===== config.mk =====
export PLATFORM = sky130hd
export DESIGN_NAME = frame_store_ctrl
export DESIGN_NICKNAME = d
export VERILOG_FILES = /design/src/rtl/frame_store_ctrl.sv
export SDC_FILE = /design/constraint.sdc
export NUM_CORES = 1
export LEC_CHECK = 0
export ABC_AREA = 1
export BUFFER_PORTS_ARGS = -buffer_cell sky130_fd_sc_hd__buf_4
export CAP_MARGIN = 15
export CELL_PAD_IN_SITES_DETAIL_PLACEMENT = 1
export CELL_PAD_IN_SITES_GLOBAL_PLACEMENT = 1
export CORE_MARGIN = 1.5
export CORE_UTILIZATION = 38
export DETAILED_ROUTE_END_ITERATION = 6
export GPL_TIMING_DRIVEN = 0
export PLACE_DENSITY = 0.92
export REMOVE_ABC_BUFFERS = 1
export SLEW_MARGIN = 30
export SYNTH_ARGS = -nofsm -noshare
export SYNTH_HDL_FRONTEND = slang
export SYNTH_SLANG_ARGS = --single-unit

===== constraint.sdc =====
create_clock -name i_clk -period 3.3 [get_ports i_clk]
set_input_delay 0 -clock i_clk [delete_from_list [all_inputs] [get_ports i_clk]]
set_output_delay 0 -clock i_clk [all_outputs]
set_load 0.1 [all_outputs]

===== src/rtl/frame_store_ctrl.sv =====
// frame_store_ctrl
//   Writer/address side of the BRAM frame store. Captures one full frame of the
//   processed RGB888 pixel stream into BRAM as RGB332, then generates raster
//   read addresses for playback of the stored frame.
//
//   state         | meaning
//   --------------+---------------------------------------------------------
//   BRAM_IDLE     | nothing in progress; BRAM untouched
//   CAPTURE_FRAME | capture armed, waiting for the next frame start (0,0)
//   WRITING_FRAME | writing active pixels of the frame, raster order
//   READING_FRAME | playback: address follows hcount/vcount
//
// Ports
//   i_clk          pixel clock
//   i_reset        synchronous reset, active low
//   i_capture_req  1-cycle pulse, arms capture of the next full frame
//   i_view_en      level, play the stored frame when not capturing
//   i_pixel_in     RGB888 pixel aligned with i_hcount/i_vcount
//   i_hcount       VGA horizontal count
//   i_vcount       VGA vertical count
//   o_bram_addr    shared BRAM write/read address
//   o_bram_din     RGB332 write data
//   o_bram_we      BRAM write enable
//   o_bram_state   current state encoding (see table)
//   o_busy         high while capturing or writing
//   o_done         1-cycle pulse together with the final frame write
module frame_store_ctrl #(
  parameter int H_ACTIVE = 640,
  parameter int V_ACTIVE = 400,
  parameter int ADDR_W   = 18
) (
  input  logic              i_clk,
  input  logic              i_reset,
  input  logic              i_capture_req,
  input  logic              i_view_en,
  input  logic [23:0]       i_pixel_in,
  input  logic [10:0]       i_hcount,
  input  logic [9:0]        i_vcount,
  output logic [ADDR_W-1:0] o_bram_addr,
  output logic [7:0]        o_bram_din,
  output logic              o_bram_we,
  output logic [1:0]        o_bram_state,
  output logic              o_busy,
  output logic              o_done
);

  typedef enum logic [1:0] {
    BRAM_IDLE     = 2'b00,
    CAPTURE_FRAME = 2'b01,
    WRITING_FRAME = 2'b10,
    READING_FRAME = 2'b11
  } state_t;

  localparam logic [10:0]       H_LIM      = 11'(H_ACTIVE);
  localparam logic [9:0]        V_LIM      = 10'(V_ACTIVE);
  localparam logic [ADDR_W-1:0] LAST_PIXEL = ADDR_W'(H_ACTIVE * V_ACTIVE - 1);

  state_t            r_state, w_state_nxt;
  logic [ADDR_W-1:0] r_addr,  w_addr_nxt;
  logic [7:0]        r_din,   w_din_nxt;
  logic              r_we,    w_we_nxt;
  logic              r_busy,  w_busy_nxt;
  logic              r_done,  w_done_nxt;
  logic [ADDR_W-1:0] r_wcnt,  w_wcnt_nxt;

  logic              w_in_disp;
  logic              w_fs;
  logic [7:0]        w_pack;
  logic [ADDR_W-1:0] w_raddr;
  logic              w_wr_go;
  logic [ADDR_W-1:0] w_wr_idx;
  logic              w_wr_last;
  logic              w_unused;

  assign w_in_disp = (i_hcount < H_LIM) && (i_vcount < V_LIM);
  assign w_fs      = (i_hcount == '0) && (i_vcount == '0);
  assign w_pack    = {i_pixel_in[23:21], i_pixel_in[15:13], i_pixel_in[7:6]};
  assign w_unused  = ^{i_pixel_in[20:16], i_pixel_in[12:8], i_pixel_in[5:0]};

  // Only used while in_disp, so both counts are below their active limits and
  // the truncation to ADDR_W cannot lose significant bits.
  assign w_raddr = ADDR_W'(i_vcount) * ADDR_W'(H_ACTIVE) + ADDR_W'(i_hcount);

  // The frame-start pixel is written from CAPTURE_FRAME at index 0; every
  // later active pixel comes from WRITING_FRAME at the running count.
  assign w_wr_go   = ((r_state == CAPTURE_FRAME) && w_fs) ||
                     ((r_state == WRITING_FRAME) && w_in_disp);
  assign w_wr_idx  = (r_state == CAPTURE_FRAME) ? '0 : r_wcnt;
  assign w_wr_last = (w_wr_idx == LAST_PIXEL);

  always_comb begin
    w_state_nxt = r_state;
    w_addr_nxt  = r_addr;
    w_din_nxt   = r_din;
    w_we_nxt    = 1'b0;
    w_done_nxt  = 1'b0;
    w_wcnt_nxt  = r_wcnt;

    case (r_state)
      BRAM_IDLE: begin
        if (i_capture_req) begin
          w_state_nxt = CAPTURE_FRAME;
          w_wcnt_nxt  = '0;
        end else if (i_view_en) begin
          w_state_nxt = READING_FRAME;
        end
      end
      CAPTURE_FRAME: begin
        if (w_fs) w_state_nxt = WRITING_FRAME;
      end
      WRITING_FRAME: begin
      end
      READING_FRAME: begin
        w_addr_nxt = w_in_disp ? w_raddr : '0;
        if (i_capture_req) begin
          w_state_nxt = CAPTURE_FRAME;
          w_wcnt_nxt  = '0;
        end else if (!i_view_en) begin
          w_state_nxt = BRAM_IDLE;
        end
      end
      default: w_state_nxt = BRAM_IDLE;
    endcase

    if (w_wr_go) begin
      w_we_nxt   = 1'b1;
      w_addr_nxt = w_wr_idx;
      w_din_nxt  = w_pack;
      w_wcnt_nxt = w_wr_last ? '0 : w_wr_idx + ADDR_W'(1);
      if (w_wr_last) begin
        w_done_nxt  = 1'b1;
        w_state_nxt = i_view_en ? READING_FRAME : BRAM_IDLE;
      end
    end

    w_busy_nxt = (w_state_nxt == CAPTURE_FRAME) || (w_state_nxt == WRITING_FRAME);
  end

  always_ff @(posedge i_clk) begin
    if (!i_reset) begin
      r_state <= BRAM_IDLE;
      r_addr  <= '0;
      r_din   <= '0;
      r_we    <= 1'b0;
      r_busy  <= 1'b0;
      r_done  <= 1'b0;
      r_wcnt  <= '0;
    end else begin
      r_state <= w_state_nxt;
      r_addr  <= w_addr_nxt;
      r_din   <= w_din_nxt;
      r_we    <= w_we_nxt;
      r_busy  <= w_busy_nxt;
      r_done  <= w_done_nxt;
      r_wcnt  <= w_wcnt_nxt;
    end
  end

  assign o_bram_addr  = r_addr;
  assign o_bram_din   = r_din;
  assign o_bram_we    = r_we;
  assign o_bram_state = r_state;
  assign o_busy       = r_busy;
  assign o_done       = r_done;

endmodule


==> summary.md, run 1 <==
| Metric | Value |
|---|---|
| Vias in the first global route | `4,159` |
| Worst vdd ir | `0.196 mV` |
| Syn avg cell area | `6.29 um^2` |
| CTS Root Cell | `clkbuf_8` |
| Drt drc | `5` |
| CP max-delay cell | `dfxtp_1` |
| DRT Pass-1 Iters | `7` |
| Port Buffers | `63` |
| Setup WS pre-CTS | `-0.0413 ns` |
| Reg clk slew, reported paths | `0.10 ns` |
| R2R Path End | `r_wcnt[16]` |
| Final hold vios | `0` |
| Sequential area share after synthesis | `28.1%` |
| Slew headroom | `51.3%` |
| Tcrit/Tclk final | `91.1%` |
| Die Width | `98.9 um` |
| Layout cells sized above 1 | `14.6%` |
| Fillcell total | `1,196` |
| Core Area | `0.00881 mm^2` |
| GRT Resource Usage Total | `24.8%` |
| Max-slew violations | `0` |
| Reg2reg start | `o_bram_state[1]` |
| Max incr delay on CP | `0.47 ns` |
| DRT iter0 DRCs | `186` |
| Antenna cells | `0` |
| Reg2Reg Depth | `15` |
| Lkg Pwr | `1.95 nW` |
| Antenna Nets Post-Route | `0` |
| Die area | `0.00978 mm^2` |
| Pwr/cell area | `381 mW/mm^2` |
| Startpoint Class | `register` |
| Commonest non-fill, non-tap cell in the layout | `nand2_1` |
| CTS tree | `yes` |
| Final setup viols | `0` |
| RSZ-0062 raised after global routing | `no` |
| Hold Crit Class | `in -> reg` |
| Worst Tran Pin Value | `0.729 ns` |
| I/O pins | `80` |
| Critical path fanouts, max | `17` |
| Num CTS Buffers | `5` |
| CTS H-Tree Depth | `2` |
| Area of the multi-input gates | `0.00217 mm^2` |
| DP HPWL | `8730 um` |
| Worst skew pair latency | `0.31 ns` |
| Hold depth | `3` |
| Routed via count | `3,862` |
| RD Place Congestion | `0.894` |
| Layout Skew | `0.00950 ns` |
| Cells after Synth | `556` |
| FFs w/ async S/R, synth | `0%` |
| Hold Path Sink | `o_bram_state[0]` |
| Worst setup EP type | `register` |
| Site Rows | `34` |
| CP Buf/Inv Count | `5` |
| CP dominant cell by count | `inv_1` |
| DIE HEIGHT | `98.9 um` |
| Crit path time final | `3.01 ns` |
| Register area | `981 um^2` |
| Largest net degree at the start of global routing | `37` |
| Fin worst setup slack | `0.294 ns` |
| Achievable Freq | `333 MHz` |
| Number of synthesized flops with an enable pin | `0` |
| GRT overflow | `0` |
| Hold path startpoint | `i_view_en` |
| Initial Utilization | `39.7%` |
| Commonest cells after routing, fill and taps aside | `nand2_1 (119), nor2_1 (111), buf_4 (63), inv_1 (62)` |
| Area Growth Syn to Fin | `20.6%` |
| Global-route wire length before repair | `19,700 um` |
| Routed len/inst | `16.0 um` |
| YS warnings | `0` |
| Worst path arrival time | `3.17 ns` |
| Max-cap viol count | `0` |
| Initial antenna violation count | `0` |
| Top_reg_cell synth | `dfxtp_1` |
| Synthesized area | `0.00349 mm^2` |
| Status | `finished, violations left` |
| CP delay by family, top | `simple AND/OR/NAND/NOR gates` |
| Vias per inst | `5.29` |
| Worst-case clock buffer depth | `2` |
| Reg-to-reg setup timing slack | `0.29 ns` |
| Post-synthesis cell type count | `36` |
| Critical path required time | `3.47 ns` |
| Layout Nets | `696` |
| CP Launch Point | `o_bram_state[1]` |
| Synth Register Bits | `49` |
| Failing checks | `design-rule violations` |
| Clock sinks | `49` |
| Setup CP Type | `reg -> reg` |
| Routed WL | `11,700 um` |
| Critical-path cell list | `inv_1, ha_2, nor2_2, ha_1, inv_1, nor3_1, nand2_1, nor2_2, inv_1, nor2_2, inv_1, nand2_2, inv_2, nand3_1, a21oi_1` |
| Hold Slack | `0.0169 ns` |
[sequential cells by signal, summed over array words and instances (netlist names)]
register and flops:
o_bram_addr 18, r_wcnt 18, o_bram_din 8, o_bram_state 2, o_bram_we 1, o_busy 1, o_done 1
[what timing repair did]
| action | 4_1_cts | 5_1_grt |
|---|---|---|
| setup endpoints to repair | 10 | 10 |
| endpoints found under the hold margin | 10 | 0 |
| hold buffers | 10 | 0 |
| resized for setup | 2 | 3 |
| setup buffers | 0 | 0 |
[power by group]
part	internal, mW	leakage (nW)	switching, mW
Sequential	0.613	0.396	0.0151
Combinational	0.168	1.51	0.418
Clock	0.155	0.0452	0.238
Total	0.935	1.95	0.671
[stage by stage]
step / std cells / area (um^2) / total power, mW / utilization (%) / TNS [ns]
4_1_cts: 730 / 4200 / 1.61 / 47.7 / 0
5_1_grt: 730 / 4210 / 1.69 / 47.9 / 0
3_5_place_dp: 712 / 4010 / 1.20 / 45.5 / -0.227
6_report: 730 / 4210 / 1.61 / 47.9 / 0
3_3_place_gp: 712 / 4010 / 1.18 / 45.5 / 0
2_1_floorplan: 541 / 3400 / 1.04 / - / 0
[cell type report]
cell class,count,share of cell area (%)
repair buffers,73,13.6
flip-flops and latches,49,23.3
multi-input cells,424,51.5
clock inverters,3,0.594
well taps,108,3.21
inverters,68,6.15
clock buffers,5,1.63
[routing by layer]
layer	share of wire, %	wire, um	vias up	global-route usage, %
met4	2.7	321	0	9.56
met1	42	4880	1862	28.8
li1	-	-	1904	-
met3	2.8	328	27	2.70
met5	0	0	-	0
met2	53	6180	69	46.3
[worst min-delay path, stage by stage]
cell,delay [ns]
buf_4,0.13
nand3_1,0.09
a21oi_1,0.07
[cells in the mapped netlist, drive strengths merged, types with 2 or more instances]
| cell type | count | area (um^2) |
|---|---|---|
| o21ai | 41 | 209 |
| dfxtp | 49 | 981 |
| nand2 | 123 | 482 |
| xnor2 | 3 | 26.3 |
| a21oi | 30 | 150 |
| clkinv | 2 | 8.75 |
| clkbuf | 4 | 15.0 |
| nor3 | 6 | 30.0 |
| buf | 11 | 82.6 |
| inv | 66 | 250 |
| or2 | 2 | 12.5 |
| nand4 | 8 | 50.1 |
| fa | 2 | 40.0 |
| nand3 | 49 | 245 |
| nor2 | 118 | 463 |
| xor2 | 10 | 87.6 |
| nand3b | 2 | 15.0 |
| ha | 24 | 300 |
[worst max-delay path by stage]
stage | endpoint | cells after the start
after global placement | r_wcnt[16] | 15
after CTS | r_wcnt[16] | 15
after detailed placement | r_wcnt[16] | 15
after floorplan | r_wcnt[15] | 15
final | r_wcnt[16] | 15
after global routing | r_wcnt[17] | 15
[logic make-up (layout without fill, tap and decap cells)]
family	after synthesis	after routing	synth area share [%]
buf+inv	83	149	10.2
fa+ha+maj	26	26	9.74
xor+xnor	13	13	3.26
simple gates	309	309	37.3
flops	49	49	28.1
compound gates	76	76	11.4
(Power assumes the default switching activity.)
==> run 2: changes to the inputs <==
--- a/config.mk
+++ b/config.mk
@@ -14,6 +14,7 @@
 export CORE_UTILIZATION = 38
 export DETAILED_ROUTE_END_ITERATION = 6
 export GPL_TIMING_DRIVEN = 0
+export HOLD_SLACK_MARGIN = 0.03
 export PLACE_DENSITY = 0.92
 export REMOVE_ABC_BUFFERS = 1
 export SLEW_MARGIN = 30
==> summary.md, run 2 (same netlist as run 1, synthesis figures left out) <==
| Metric | Value |
|---|---|
| Final setup viols | `0 (unchanged)` |
| Net Sw Frac | `41.8% (about the same)` |
| Startpoint Class | `register (unchanged)` |
| I/O pins | `80 (unchanged)` |
| Worst Tran Pin Value | `0.730 ns (was 0.729 ns)` |
| Layout cells sized above 1 | `14.4% (was 14.6%)` |
| Initial antenna violation count | `0 (unchanged)` |
| Failing checks | `design-rule violations (unchanged)` |
| Largest net degree at the start of global routing | `37 (unchanged)` |
| Crit path time final | `3.14 ns (was 3.01 ns)` |
| Vias in the first global route | `4,185 (was 4,159)` |
| Setup CP Type | `reg -> reg (unchanged)` |
| Routed via count | `3,856 (was 3,862)` |
| RD Place Congestion | `0.894 (unchanged)` |
| Clock sinks | `49 (unchanged)` |
| Drt drc | `5 (unchanged)` |
| Hold path startpoint | `i_hcount[0] (was i_view_en)` |
| Hold Slack | `0.0492 ns (was 0.0169 ns)` |
| DRT Pass-1 Iters | `7 (unchanged)` |
| CTS Root Cell | `clkbuf_8 (unchanged)` |
| Die Width | `98.9 um (unchanged)` |
| Slew headroom | `51.3% (about the same)` |
| Initial Utilization | `39.7% (unchanged)` |
| GRT overflow | `0 (unchanged)` |
| Final hold vios | `0 (unchanged)` |
| NetSw | `0.673 mW (was 0.671 mW)` |
| Site Rows | `34 (unchanged)` |
| Die area | `0.00978 mm^2 (unchanged)` |
| CTS H-Tree Depth | `2 (unchanged)` |
| Layout Skew | `0.00663 ns (was 0.00950 ns)` |
| Global-route wire length before repair | `19,700 um (about the same)` |
| Seq pwr share | `39.0% (was 39.1%)` |
| Post-CTS Setup Bufs | `0 (unchanged)` |
| Status | `finished, violations left (unchanged)` |
| Commonest non-fill, non-tap cell in the layout | `nand2_1 (unchanged)` |
| Vias per inst | `5.27 (was 5.29)` |
| Hold Crit Class | `in -> reg (unchanged)` |
| Critical path fanouts, max | `17 (unchanged)` |
| Max-cap viol count | `0 (unchanged)` |
| Area Growth Syn to Fin | `20.8% (was 20.6%)` |
| Worst path arrival time | `3.31 ns (was 3.17 ns)` |
| Clock group share of total power | `24.6% (was 24.5%)` |
| Lkg Pwr | `1.95 nW (about the same)` |
| Commonest cells after routing, fill and taps aside | `nand2_1 (119), nor2_1 (112), buf_4 (63), inv_1 (62) (was nand2_1 (119), nor2_1 (111), buf_4 (63), inv_1 (62))` |
| Antenna Nets Post-Route | `0 (unchanged)` |
| Reg2reg start | `o_bram_state[1] (unchanged)` |
| CTS tree | `yes (unchanged)` |
| Max-slew violations | `0 (unchanged)` |
| Port Buffers | `63 (unchanged)` |
| Cell internal pwr | `0.936 mW (was 0.935 mW)` |
| Tcrit/Tclk final | `95.1% (was 91.1%)` |
| Critical path required time | `3.47 ns (about the same)` |
| DIE HEIGHT | `98.9 um (unchanged)` |
| GRT Resource Usage Total | `24.8% (about the same)` |
| Routed WL | `11,700 um (about the same)` |
| CP Launch Point | `o_bram_state[1] (unchanged)` |
| Num CTS Buffers | `5 (unchanged)` |
| Reg-to-reg setup timing slack | `0.16 ns (was 0.29 ns)` |
| Pwr/cell area | `381 mW/mm^2 (about the same)` |
| Routed len/inst | `16.0 um (about the same)` |
| Worst skew pair latency | `0.31 ns (about the same)` |
| Antenna cells | `0 (unchanged)` |
| Final core utilization | `47.9% (about the same)` |
| Worst vdd ir | `0.199 mV (was 0.196 mV)` |
| Worst-case clock buffer depth | `2 (unchanged)` |
| DP HPWL | `8730 um (unchanged)` |
| DRT iter0 DRCs | `202 (was 186)` |
| Worst setup EP type | `register (unchanged)` |
| Reg clk slew, reported paths | `0.11 ns (was 0.10 ns)` |
| Combinational power share | `36.4% (about the same)` |
| Layout Nets | `697 (was 696)` |
| Achievable Freq | `319 MHz (was 333 MHz)` |
| Core Area | `0.00881 mm^2 (unchanged)` |
run 2: cell count changes in the layout (fill, tap and decap cells not counted):
cell	change
dlygate4sd3_1	+1
nor2_1	+1
nor2_2	-1
run 2: area by class of cell:
class                           count  area [um^2]
Timing Repair Buffer               74          583
Fill cell                        1194         4580
Multi-Input combinational cell    424         2170
Clock inverter                      3         25.0
Inverter                           68          259
Clock buffer                        5         68.8
Sequential cell                    49          981
Tap cell                          108          135
run 2: worst paths after layout:
check                   endpoint  cells past startpoint
setup / recovery      r_wcnt[16]                     15
hold / removal    o_bram_addr[0]                      5
setup reg to reg      r_wcnt[16]                     15
hold reg to reg        r_wcnt[7]                      2
run 2: worst max-delay path, cell delays in order (launching register included):
cell and delay (ns):
dfxtp_1 0.48, inv_1 0.11, ha_2 0.35, nor2_2 0.26, ha_1 0.23, inv_1 0.07, nor3_1 0.21, nand2_1 0.16
nor2_2 0.18, inv_1 0.09, nor2_1 0.29, inv_1 0.17, nand2_2 0.15, inv_2 0.09, nand3_1 0.08, a21oi_1 0.06
run 2: metrics by stage:
| stage | area (um^2) | total power [mW] | setup TNS, ns | setup WS, ns | std cells |
|---|---|---|---|---|---|
| final | 4220 | 1.61 | 0 | 0.160 | 731 |
| after floorplan | 3400 | 1.04 | 0 | 0.0659 | 541 |
| after detailed placement | 4010 | 1.20 | -0.227 | -0.0413 | 712 |
| after CTS | 4210 | 1.61 | 0 | 0.179 | 731 |
| after global placement | 4010 | 1.18 | 0 | 0.0676 | 712 |
| after global routing | 4220 | 1.69 | -0.0128 | -0.0128 | 731 |
run 2: what timing repair did:
item / CTS / global route
endpoints found under the setup margin: 10 / 9
hold buffers: 11 / 0
resized for setup: 2 / 2
endpoints found under the hold margin: 12 / 0
run 2: power by group through the flow:
stage	clock [mW]	sequential [mW]	combinational, mW
after floorplan	0	0.791	0.250
after global placement	0	0.639	0.540
after detailed placement	0	0.641	0.564
after CTS	0.402	0.627	0.581
after global routing	0.421	0.631	0.640
final	0.395	0.628	0.586
run 2: per-layer routing:
metal | global-route usage [%] | share of wire [%] | wire [um]
met1 | 28.8 | 42 | 4890
met4 | 9.23 | 2.8 | 325
met5 | 0 | 0 | 0
met3 | 2.70 | 2.7 | 313
met2 | 46.7 | 53 | 6200
==> run 3: changes to the inputs <==
--- a/config.mk
+++ b/config.mk
@@ -8,14 +8,14 @@
 export ABC_AREA = 1
 export BUFFER_PORTS_ARGS = -buffer_cell sky130_fd_sc_hd__buf_4
 export CAP_MARGIN = 15
-export CELL_PAD_IN_SITES_DETAIL_PLACEMENT = 1
-export CELL_PAD_IN_SITES_GLOBAL_PLACEMENT = 1
+export CELL_PAD_IN_SITES_DETAIL_PLACEMENT = 2
+export CELL_PAD_IN_SITES_GLOBAL_PLACEMENT = 2
 export CORE_MARGIN = 1.5
-export CORE_UTILIZATION = 38
+export CORE_UTILIZATION = 26
 export DETAILED_ROUTE_END_ITERATION = 6
 export GPL_TIMING_DRIVEN = 0
 export HOLD_SLACK_MARGIN = 0.03
-export PLACE_DENSITY = 0.92
+export PLACE_DENSITY = 0.88
 export REMOVE_ABC_BUFFERS = 1
 export SLEW_MARGIN = 30
 export SYNTH_ARGS = -nofsm -noshare
==> constraint.sdc (replaced) <==
create_clock -name i_clk -period 2.6 [get_ports i_clk]
set_input_delay 0 -clock i_clk [delete_from_list [all_inputs] [get_ports i_clk]]
set_output_delay 0 -clock i_clk [all_outputs]
set_load 0.1 [all_outputs]
==> summary.md, run 3 (same netlist as run 1, synthesis figures left out) <==
| Metric | Value |
|---|---|
| Worst vdd ir | `0.249 mV (was 0.199 mV)` |
| Non-Filler Cell Area, Final | `0.00454 mm^2 (was 0.00422 mm^2)` |
| Die Width | `119 um (was 98.9 um)` |
| CTS tree | `yes (unchanged)` |
| Setup CP Type | `reg -> reg (unchanged)` |
| Slew headroom | `44.8% (was 51.3%)` |
| # placed instances | `780 (was 712)` |
| Hold Path Sink | `o_bram_state[1] (was o_bram_addr[0])` |
| Hold Crit Class | `in -> reg (unchanged)` |
| DRT Pass-1 Iters | `4 (was 7)` |
| Final setup viols | `1 (was 0)` |
| Area Growth Syn to Fin | `30.0% (was 20.8%)` |
| Tcrit/Tclk final | `100% (was 95.1%)` |
| Crit path time final | `2.61 ns (was 3.14 ns)` |
| Worst setup EP type | `register (unchanged)` |
| Reg-to-reg setup timing slack | `-0.007 ns (was 0.16 ns)` |
| GRT Resource Usage Total | `22.7% (was 24.8%)` |
| Reg clk slew, reported paths | `0.07 ns (was 0.11 ns)` |
| Routed WL | `16,100 um (was 11,700 um)` |
| Commonest non-fill, non-tap cell in the layout | `nand2_1 (unchanged)` |
| Lkg Pwr | `2.07 nW (was 1.95 nW)` |
| CTS H-Tree Depth | `2 (unchanged)` |
| Largest net degree at the start of global routing | `37 (unchanged)` |
| Reg2Reg Depth | `14 (was 15)` |
| Initial antenna violation count | `0 (unchanged)` |
| DRT iter0 DRCs | `209 (was 202)` |
| DIE HEIGHT | `119 um (was 98.9 um)` |
| Num CTS Buffers | `5 (unchanged)` |
| Fillcell total | `1,530 (was 1,194)` |
| Final core utilization | `34.4% (was 47.9%)` |
| Failing checks | `negative setup slack (was design-rule violations)` |
| Die area | `0.0141 mm^2 (was 0.00978 mm^2)` |
| Layout Nets | `709 (was 697)` |
| Worst skew pair latency | `0.31 ns (about the same)` |
| Hold path startpoint | `i_view_en (was i_hcount[0])` |
| Fin worst setup slack | `-0.00668 ns (was 0.160 ns)` |
| Routed len/inst | `19.9 um (was 16.0 um)` |
| Initial Utilization | `26.5% (was 39.7%)` |
| Fin cells | `810 (was 731)` |
| Global-route wire length before repair | `24,800 um (was 19,700 um)` |
| Core Area | `0.0132 mm^2 (was 0.00881 mm^2)` |
| Setup WS pre-CTS | `-0.811 ns (was -0.0413 ns)` |
| Vias in the first global route | `4,522 (was 4,185)` |
| Status | `finished, violations left (unchanged)` |
| I/O pins | `80 (unchanged)` |
| Cell Area, Placed | `0.00409 mm^2 (was 0.00401 mm^2)` |
| Startpoint Class | `register (unchanged)` |
| Port Buffers | `63 (unchanged)` |
| Layout Skew | `0.00560 ns (was 0.00663 ns)` |
| Final hold vios | `0 (unchanged)` |
| Reg2reg start | `o_bram_state[1] (unchanged)` |
| Routed via count | `4,164 (was 3,856)` |
| Final Total Pwr | `2.30 mW (was 1.61 mW)` |
| Worst-case clock buffer depth | `2 (unchanged)` |
| Critical path fanouts, max | `10 (was 17)` |
| Worst Tran Pin Value | `0.827 ns (was 0.730 ns)` |
| GRT overflow | `0 (unchanged)` |
| Hold depth | `3 (was 5)` |
| Final TNS setup | `-0.00668 ns (was 0 ns)` |
| Register area | `986 um^2 (was 981 um^2)` |
| Drt drc | `0 (was 5)` |
| RD Place Congestion | `0.862 (was 0.894)` |
| Achievable Freq | `384 MHz (was 319 MHz)` |
| R2R Path End | `r_wcnt[11] (was r_wcnt[16])` |
| Commonest cells after routing, fill and taps aside | `nand2_1 (117), nor2_1 (106), buf_4 (76), inv_1 (62), nand3_1 (49) (was nand2_1 (119), nor2_1 (112), buf_4 (63), inv_1 (62))` |
| Vias per inst | `5.14 (was 5.27)` |
| Clock sinks | `49 (unchanged)` |
| Antenna cells | `0 (unchanged)` |
| Max-cap viol count | `0 (unchanged)` |
| DP HPWL | `10,100 um (was 8730 um)` |
| Antenna Nets Post-Route | `0 (unchanged)` |
| Max-slew violations | `0 (unchanged)` |
| Layout cells sized above 1 | `18.0% (was 14.4%)` |
| CTS Root Cell | `clkbuf_16 (was clkbuf_8)` |
| Area of the multi-input gates | `0.00225 mm^2 (was 0.00217 mm^2)` |
| Pwr/cell area | `507 mW/mm^2 (was 381 mW/mm^2)` |
| Hold Slack | `0.0386 ns (was 0.0492 ns)` |
| Site Rows | `42 (was 34)` |
| Worst path arrival time | `2.81 ns (was 3.31 ns)` |
| Critical path required time | `2.80 ns (was 3.47 ns)` |
## run 3: changes by cell type in the layout (fill, tap and decap cells not counted), moves of 2 or more
cell       change
nor2_2         +3
nor2_1         -6
nand2_1        -2
dfxtp_1        -2
clkbuf_8       -4
nor2_4         +3
nand2_8        +2
clkbuf_16      +5
buf_4         +13
## run 3: repair_timing
action,in CTS,in global routing
hold buffers,10,0
resized for setup,11,21
buffers inserted,7,6
endpoints found under the setup margin,40,39
pin swaps,3,4
hold endpoints to repair,10,0
cloned,0,0
## run 3: where the power goes
part | leakage, nW | switching, mW | total (mW) | internal [mW]
logic | 1.61 | 0.573 | 0.810 | 0.237
registers | 0.397 | 0.0233 | 0.802 | 0.779
clock network | 0.0700 | 0.311 | 0.691 | 0.380
total | 2.07 | 0.907 | 2.30 | 1.40
## run 3: area by class of cell
type                    count  area share [%]
multi-input cells         424            49.6
flip-flops and latches     49            21.7
repair buffers             86            14.8
inverters                  68            5.98
well taps                 176            4.85
clock buffers               7            3.14
## run 3: worst max-delay path: stages (launching register included)
cell     delay (ns)
dfxtp_4        0.39
inv_1          0.10
ha_4           0.22
buf_4          0.18
inv_6          0.12
nand2_4        0.09
inv_1          0.14
nand2_1        0.10
nor2_2         0.20
nand2_1        0.13
nor2_2         0.24
nand2_1        0.13
nand2_1        0.12
nand4_1        0.11
a21oi_1        0.23
## run 3: worst max path at each step
stage | from | end | depth (start not counted) | slack (ns)
after floorplan | o_bram_state[1] | r_wcnt[15] | 15 | -0.63
after global placement | o_bram_state[1] | r_wcnt[15] | 15 | -0.72
after detailed placement | o_bram_state[1] | r_wcnt[9] | 15 | -0.81
after CTS | o_bram_state[0] | o_bram_addr[4] | 11 | 0.01
after global routing | o_bram_state[1] | r_wcnt[11] | 14 | -0.02
final | o_bram_state[1] | r_wcnt[11] | 14 | -0.007
## run 3: layer usage
layer | vias up | GRT usage, % | part of all wire (%)
li1 | 1928 | - | -
met4 | 0 | 9.11 | 3.0
met3 | 40 | 3.59 | 3.3
met1 | 2107 | 25.8 | 40
met5 | - | 0 | 0
met2 | 89 | 42.0 | 53
